[config.mk]
export PLATFORM = sky130hd
export DESIGN_NAME = game_menu_fsm
export DESIGN_NICKNAME = d
export VERILOG_FILES = /design/src/rtl/menu_pkg.sv /design/src/rtl/btn_edge.sv /design/src/rtl/game_menu_fsm.sv
export SDC_FILE = /design/constraint.sdc
export NUM_CORES = 1
export LEC_CHECK = 0
export CORE_MARGIN = 3
export CORE_UTILIZATION = 30
export CTS_CLUSTER_SIZE = 40
export DETAILED_ROUTE_END_ITERATION = 8
export HOLD_SLACK_MARGIN = 0.02
export RECOVER_POWER = 100
export SYNTH_ARGS = -nofsm -noshare
export SYNTH_HDL_FRONTEND = slang
export SYNTH_SLANG_ARGS = --single-unit
[constraint.sdc]
create_clock -name clk -period 3.9 [get_ports clk]
set_clock_uncertainty 0.05 [all_clocks]
set_input_delay 0.78 -clock clk [delete_from_list [all_inputs] [get_ports clk]]
set_output_delay 0.78 -clock clk [all_outputs]
set_load 0.005 [all_outputs]
[src/rtl/menu_pkg.sv]
// Shared definitions for the game menu controller and the renderer:
// screen codes, state enum and default timing constants.
package menu_pkg;

   localparam logic [2:0] ST_MENU1P = 3'b000;
   localparam logic [2:0] ST_MENU2P = 3'b001;
   localparam logic [2:0] ST_CD3    = 3'b010;
   localparam logic [2:0] ST_CD2    = 3'b011;
   localparam logic [2:0] ST_CD1    = 3'b100;
   localparam logic [2:0] ST_START  = 3'b101;
   localparam logic [2:0] ST_PLAY   = 3'b110;
   localparam logic [2:0] ST_OVER   = 3'b111;

   localparam int STEP_CYCLES_DEF  = 25_000_000;
   localparam int START_CYCLES_DEF = 12_500_000;

   typedef enum logic [2:0] {
      S_MENU1P = ST_MENU1P,
      S_MENU2P = ST_MENU2P,
      S_CD3    = ST_CD3,
      S_CD2    = ST_CD2,
      S_CD1    = ST_CD1,
      S_START  = ST_START,
      S_PLAY   = ST_PLAY,
      S_OVER   = ST_OVER
   } state_t;

endpackage

[src/rtl/btn_edge.sv]
// Rising-edge detector for a conditioned button level. The history register
// resets high so a button held through reset does not fire on release.
module btn_edge (
   input  logic clk,
   input  logic rst,
   input  logic btn,
   output logic rise
);

   logic prev_q;

   always_ff @(posedge clk or posedge rst) begin
      if (rst) prev_q <= 1'b1;
      else     prev_q <= btn;
   end

   assign rise = btn & ~prev_q;

endmodule

[src/rtl/game_menu_fsm.sv]
// Game-flow controller: menu select, timed 3-2-1 countdown, START banner,
// gameplay hand-off and latched round result for the game-over screen.
//
// state  | meaning
// MENU1P | menu, 1-player highlighted
// MENU2P | menu, 2-player highlighted
// CD3    | countdown "3", STEP_CYCLES long
// CD2    | countdown "2", STEP_CYCLES long
// CD1    | countdown "1", STEP_CYCLES long
// START  | START banner, START_CYCLES long
// PLAY   | gameplay running, waiting for game_over
// OVER   | result screen, waiting for select
module game_menu_fsm
   import menu_pkg::*;
#(
   parameter int STEP_CYCLES  = STEP_CYCLES_DEF,
   parameter int START_CYCLES = START_CYCLES_DEF
) (
   input  logic       clk,
   input  logic       rst,
   input  logic       btn_up,
   input  logic       btn_down,
   input  logic       btn_select,
   input  logic       game_over,
   input  logic       p1_alive,
   input  logic       p2_alive,
   output logic [2:0] state,
   output logic       P1win,
   output logic       P2win,
   output logic       draw,
   output logic       mode_2p,
   output logic       game_active
);

   localparam int MAX_CYCLES = (STEP_CYCLES > START_CYCLES) ? STEP_CYCLES : START_CYCLES;
   localparam int CNT_W      = (MAX_CYCLES > 2) ? $clog2(MAX_CYCLES) : 1;
   localparam logic [CNT_W-1:0] STEP_LAST  = CNT_W'(STEP_CYCLES - 1);
   localparam logic [CNT_W-1:0] START_LAST = CNT_W'(START_CYCLES - 1);

   logic up_rise, down_rise, sel_rise;

   btn_edge u_up   (.clk(clk), .rst(rst), .btn(btn_up),     .rise(up_rise));
   btn_edge u_down (.clk(clk), .rst(rst), .btn(btn_down),   .rise(down_rise));
   btn_edge u_sel  (.clk(clk), .rst(rst), .btn(btn_select), .rise(sel_rise));

   state_t           state_q, state_d;
   logic [CNT_W-1:0] cnt_q, cnt_d;
   logic             p1win_q, p1win_d, p2win_q, p2win_d, draw_q, draw_d;
   logic             mode_q, mode_d;
   logic             timed;

   always_ff @(posedge clk or posedge rst) begin
      if (rst) begin
         state_q <= S_MENU1P;
         cnt_q   <= '0;
         p1win_q <= 1'b0;
         p2win_q <= 1'b0;
         draw_q  <= 1'b0;
         mode_q  <= 1'b0;
      end else begin
         state_q <= state_d;
         cnt_q   <= cnt_d;
         p1win_q <= p1win_d;
         p2win_q <= p2win_d;
         draw_q  <= draw_d;
         mode_q  <= mode_d;
      end
   end

   always_comb begin
      state_d = state_q;
      p1win_d = p1win_q;
      p2win_d = p2win_q;
      draw_d  = draw_q;
      mode_d  = mode_q;
      timed   = 1'b0;
      case (state_q)
         S_MENU1P: begin
            // select has priority over a simultaneous up/down edge
            if (sel_rise) begin
               mode_d  = 1'b0;
               state_d = S_CD3;
            end else if (up_rise ^ down_rise) begin
               state_d = S_MENU2P;
            end
         end
         S_MENU2P: begin
            if (sel_rise) begin
               mode_d  = 1'b1;
               state_d = S_CD3;
            end else if (up_rise ^ down_rise) begin
               state_d = S_MENU1P;
            end
         end
         S_CD3: begin
            timed = 1'b1;
            if (cnt_q == STEP_LAST) state_d = S_CD2;
         end
         S_CD2: begin
            timed = 1'b1;
            if (cnt_q == STEP_LAST) state_d = S_CD1;
         end
         S_CD1: begin
            timed = 1'b1;
            if (cnt_q == STEP_LAST) state_d = S_START;
         end
         S_START: begin
            timed = 1'b1;
            if (cnt_q == START_LAST) state_d = S_PLAY;
         end
         S_PLAY: begin
            if (game_over) begin
               state_d = S_OVER;
               p1win_d = p1_alive & ~p2_alive;
               p2win_d = ~p1_alive & p2_alive;
               draw_d  = ~(p1_alive ^ p2_alive);
            end
         end
         S_OVER: begin
            if (sel_rise) begin
               state_d = S_MENU1P;
               p1win_d = 1'b0;
               p2win_d = 1'b0;
               draw_d  = 1'b0;
            end
         end
         default: state_d = S_MENU1P;
      endcase
   end

   // Counter restarts from zero on every state entry, so it can never wrap.
   assign cnt_d = (timed && (state_d == state_q)) ? cnt_q + CNT_W'(1) : '0;

   assign state       = state_q;
   assign P1win       = p1win_q;
   assign P2win       = p2win_q;
   assign draw        = draw_q;
   assign mode_2p     = mode_q;
   assign game_active = (state_q == S_PLAY);

endmodule

==> metrics.txt, run 1 <==
Tightest Pin Transition=1.87 ns; post-synthesis sequential area ratio=0.445; Synth area leader=dfrtp_1; cell family with most CP delay=buffers and inverters; GRT Overall Usage=0.123; clk_lat worst skew=0.29 ns; Leak=0.885 nW; largest net degree at the start of global routing=36; area of the multi-input gates=1010 um^2; Power per Cell Area=457 nW/um^2; Total Wirelength=4140 um; post-synth top area share=0.405; CP Data Arrival Time=2.71 ns; I/O pins=16; Main synth FF type=dfrtp_1; first-pass GRT wire length=7480 um; RSZ-0062 raised after global routing=no; Finished Layout Cells=306; GPL Wtd Cong=0.854; n_diodes=0; clock sink total=35; syn avg cell area=9.20 um^2; die width=87.2 um; cells after synthesis=215; Post-synth top cells=34 x nor2_1, 32 x dfrtp_1, 18 x nand2_1; CTS Hold Bufs=0; synthesized area=1980 um^2; period utilization=0.700; most frequent cell after synthesis=nor2_1; vias in the first global route=1602; dpl hpwl=2960 um; CP max FO=35; initial antenna violation count=0; TritonCTS clock tree=built; grt ovf=0; Fin. Hold Viols=0; Slew Viols, Final=36; DR WL/cell=13.5 um; Slew HR=-0.248; synth warn=0; Hold Path Class=reg2reg; die area=7600 um^2; synth unique cells=42; maximum clock frequency=366 MHz; Finished Cell Area=2260 um^2; share of layout cells above drive strength 1=0.0519; syn_nets=226; H-Tree Level Count=2; Root Driver=clkbuf_8; post-synthesis register bit count=35; Reg area=880 um^2; cells along the critical path=dlygate4sd3_1, inv_1, clkbuf_1; DR DRC count=0; Setup TNS Final=0 ns; Max clock buf depth=2; Critical Path Max Stage Delay=1.34 ns; Post-synth EDFFs=0; failing checks=capacitance limit, slew limit; Bufs and invs on worst path=3; postcts setup bufs=0; Critical Path Sink Type=asynchronous set/reset pin; Post-DRT Antenna Nets=0; Setup WS post-layout=1.17 ns; CP max stage cell=clkbuf_1; Initial Util=0.321; clock slew at reported path FFs=0.06 ns; critical setup path kind=in2async; number of instances in the placed design=298; crit start category=primary input; WP data required=3.88 ns; Fillers=635; Final setup viols=0; status=finished, violations left; total CTS buffers=5; Tmin final=2.73 ns; final core occ=0.366; post-CTS resize count=0; Max-Cap Viols=1; maximum VDD drop=0.173 mV; number of port buffers=15; Final #Nets=241; dominant cells by area after synthesis=dfrtp_1 40%, xnor2_1 6.6%, nor2_1 6.5%; Vias/cell=5.21; asr flop ratio synth=1.00; via count=1594; total core area=6170 um^2; First DRT Iteration DRCs=181; FP Rows=28; area growth from synthesis to layout=14.2%; placed cell area=2190 um^2; pre-CTS setup slack=1.42 ns; die span in y=87.2 um; TritonRoute pass-1 iters=5
-- final timing paths --
check / from / to / slack, ns / cells after the start
worst max-delay path: rst / cnt_q[21] / 1.17 / 3
worst min-delay path: cnt_q[0] / cnt_q[0] / 0.43 / 1
worst max register to register: cnt_q[6] / cnt_q[21] / 1.27 / 5
worst min register to register: cnt_q[0] / cnt_q[0] / 0.43 / 1
max in group clk: state[2] / game_active / 1.23 / 3
min in group asynchronous: rst / draw / 1.55 / 3
-- cell type report --
class,instances,area share
multi-input combinational,162,0.449
sequential,35,0.389
timing repair buffer,16,0.0681
tap,75,0.0415
clock buffer,7,0.0338
inverter,10,0.0166
clock inverter,1,0.00221
-- per-layer routing --
metal,vias up,global-route usage,share of wire
li1,791,-,-
met1,764,0.170,0.48
met2,34,0.191,0.47
met3,5,0.0284,0.040
met4,0,0.0377,0.016
met5,-,0,0
-- kinds of logic after synthesis --
| group | Yosys count | synth area share |
|---|---|---|
| flip-flops | 35 | 0.445 |
| AND/OR/NAND/NOR | 115 | 0.313 |
| AO/OA/AOI/OAI | 20 | 0.0778 |
| multiplexers | 1 | 0.00569 |
| XOR/XNOR | 23 | 0.102 |
| adder cells (fa/ha/maj) | 3 | 0.0190 |
| buffers and inverters | 18 | 0.0380 |
-- flip-flops by register name, indices dropped and copies added (netlist names) --
signal / count
u_down.prev_q: 1
u_up.prev_q: 1
mode_2p: 1
P2win: 1
P1win: 1
state: 3
cnt_q: 25
u_sel.prev_q: 1
draw: 1
-- report_power, final --
group	switching, W	internal [W]	total [W]	leakage, nW
combinational	0.000145	0.000135	0.000280	0.393
sequential	0.0000808	0.000421	0.000502	0.449
clock	0.000125	0.000125	0.000250	0.0422
total	0.000350	0.000682	0.00103	0.885
-- cell usage in the layout, fill, tap and decap left out, drive strengths merged, types with 4 or more instances in the layout --
| cell | count |
|---|---|
| and3 | 4 |
| clkbuf | 8 |
| dfrtp | 32 |
| dlygate4sd3 | 12 |
| inv | 10 |
| nand2 | 18 |
| nand3 | 10 |
| nand4 | 12 |
| nor2 | 34 |
| nor2b | 5 |
| nor3 | 7 |
| nor4 | 5 |
| o22ai | 4 |
| xnor2 | 15 |
| xor2 | 8 |
-- metrics by stage --
stage	hold slack [ns]	total power, W
floorplan	0.393	0.000700
global placement	0.423	0.000805
detailed placement	0.435	0.000810
CTS	0.443	0.00107
global route	0.471	0.00112
finish	0.433	0.00103
No activity file was read; power rests on OpenSTA's default activity.
==> run 2, diff against run 1 <==
==> constraint.sdc (replaced) <==
create_clock -name clk -period 2.5 [get_ports clk]
set_clock_uncertainty 0.05 [all_clocks]
set_input_delay 0.5 -clock clk [delete_from_list [all_inputs] [get_ports clk]]
set_output_delay 0.5 -clock clk [all_outputs]
set_load 0.005 [all_outputs]
==> metrics.txt, run 2 (synthesized netlist as in run 1, its figures left out) <==
CP max FO=12; WP data required=1.95 ns; total core area=6170 um^2; die area=7600 um^2; Setup TNS Final=0 ns; Tightest Pin Transition=0.885 ns; Critical Path Sink Type=output port; FP Rows=28; crit start category=register; clk_lat worst skew=0.28 ns; area growth from synthesis to layout=18.9%; largest net degree at the start of global routing=36; die width=87.2 um; Comb power frac=0.288; Sw Ratio=0.316; Total Wirelength=4320 um; GPL Wtd Cong=0.862; First DRT Iteration DRCs=125; RSZ-0062 raised after global routing=no; clock sink total=35; Post-DRT Antenna Nets=0; via count=1628; period utilization=0.926; vias in the first global route=1580; Final #Nets=246; H-Tree Level Count=2; most common cell after layout, fill and taps aside=nor2_1; Int Pwr=0.00123 W; GRT Overall Usage=0.127; number of port buffers=15; dpl hpwl=3020 um; Slew HR=0.410; register name with the most flops=cnt_q; max reg flops=25; share of layout cells above drive strength 1=0.0932; Flop pwr share=0.418; DR DRC count=0; maximum VDD drop=0.342 mV; total CTS buffers=5; critical setup path kind=reg2out; Vias/cell=5.23; Tot Pwr=0.00180 W; Leak=0.926 nW; Slew Viols, Final=0; die span in y=87.2 um; grt ovf=0; status=finished, final reports clean; Hold Path Class=reg2reg; n_diodes=0; initial antenna violation count=0; Root Driver=clkbuf_8; TritonRoute pass-1 iters=4; clock slew at reported path FFs=0.07 ns; Fin. Hold Viols=0; clock power share=0.294; Initial Util=0.321; net switching power=0.000569 W; I/O pins=16; CP Data Arrival Time=1.76 ns; first-pass GRT wire length=7580 um; TritonCTS clock tree=built; maximum clock frequency=432 MHz; Tmin final=2.31 ns; most frequent cells in the layout=34 x nor2_1, 31 x dfrtp_1, 18 x nand2_1; postcts setup bufs=0; Max clock buf depth=2; DR WL/cell=13.9 um; Max-Cap Viols=0; Power per Cell Area=766 nW/um^2; Final setup viols=0
## run 2: cell types whose count changed in the layout (fill, tap and decap cells not counted), moves of 2 or more
cell             delta
clkbuf_1            -3
clkbuf_2            +2
buf_4               +3
clkdlybuf4s50_1     +3
dlygate4sd3_1       -3
## run 2: path summary, 6_finish.rpt
path,startpoint,to,slack [ns],cells past startpoint
worst max-delay path,state[1],game_active,0.19,3
worst min-delay path,cnt_q[0],cnt_q[0],0.43,1
worst max register to register,cnt_q[7],cnt_q[18],0.20,6
worst min register to register,cnt_q[0],cnt_q[0],0.43,1
max in group asynchronous,rst,state[2],0.93,3
min in group asynchronous,rst,cnt_q[4],0.87,3
## run 2: power groups by stage
stage | sequential [W] | clock, W | combinational (W)
6_report | 0.000753 | 0.000529 | 0.000519
4_1_cts | 0.000756 | 0.000546 | 0.000550
5_1_grt | 0.000773 | 0.000569 | 0.000588
3_3_place_gp | 0.000763 | 0 | 0.000540
3_5_place_dp | 0.000767 | 0 | 0.000549
2_1_floorplan | 0.000733 | 0 | 0.000358
## run 2: per-layer routing
metal | vias to the layer above | routed length [um] | share of wire | GRT usage
met5 | - | 0 | 0 | 0
met4 | 0 | 41 | 0.0095 | 0.0530
met3 | 4 | 133 | 0.031 | 0.0312
met2 | 33 | 2030 | 0.47 | 0.188
met1 | 788 | 2120 | 0.49 | 0.176
li1 | 803 | - | - | -
## run 2: area by class of cell
cell class	count	area [um^2]
inverter	10	37.5
timing repair buffer	21	203
multi-input combinational	162	1020
clock inverter	2	35.0
sequential	35	881
fill	635	3810
tap	75	93.8
clock buffer	6	82.6
## run 2: timing repair
| item | 4_1_cts | 5_1_grt |
|---|---|---|
| endpoints found under the setup margin | 0 | 1 |
| gates resized for setup | 0 | 1 |
| hold buffers | 0 | 0 |
## run 2: stage by stage
step           utilization  setup WS (ns)  area, um^2  std cells  hold slack [ns]
5_1_grt              0.381         0.0440        2350        311            0.462
3_5_place_dp         0.364          0.240        2240        303            0.428
2_1_floorplan            -          0.271        1980        215            0.393
6_report             0.381          0.186        2350        311            0.432
3_3_place_gp         0.364          0.296        2240        303            0.421
4_1_cts              0.383          0.108        2360        311            0.438
## run 2: critical path: stages, from the launching register on
cell             delay (ns)
dfrtp_1                0.55
nand2_1                0.21
nor2_1                 0.19
clkdlybuf4s50_1        0.53
==> run 3, diff against run 2 <==
--- a/config.mk
+++ b/config.mk
@@ -9,6 +9,7 @@
 export CORE_UTILIZATION = 30
 export CTS_CLUSTER_SIZE = 40
 export DETAILED_ROUTE_END_ITERATION = 8
+export GPL_ROUTABILITY_DRIVEN = 0
 export HOLD_SLACK_MARGIN = 0.02
 export RECOVER_POWER = 100
 export SYNTH_ARGS = -nofsm -noshare
==> results of run 3 <==
The final DEF is identical to that of run 2; final timing and power are the same.
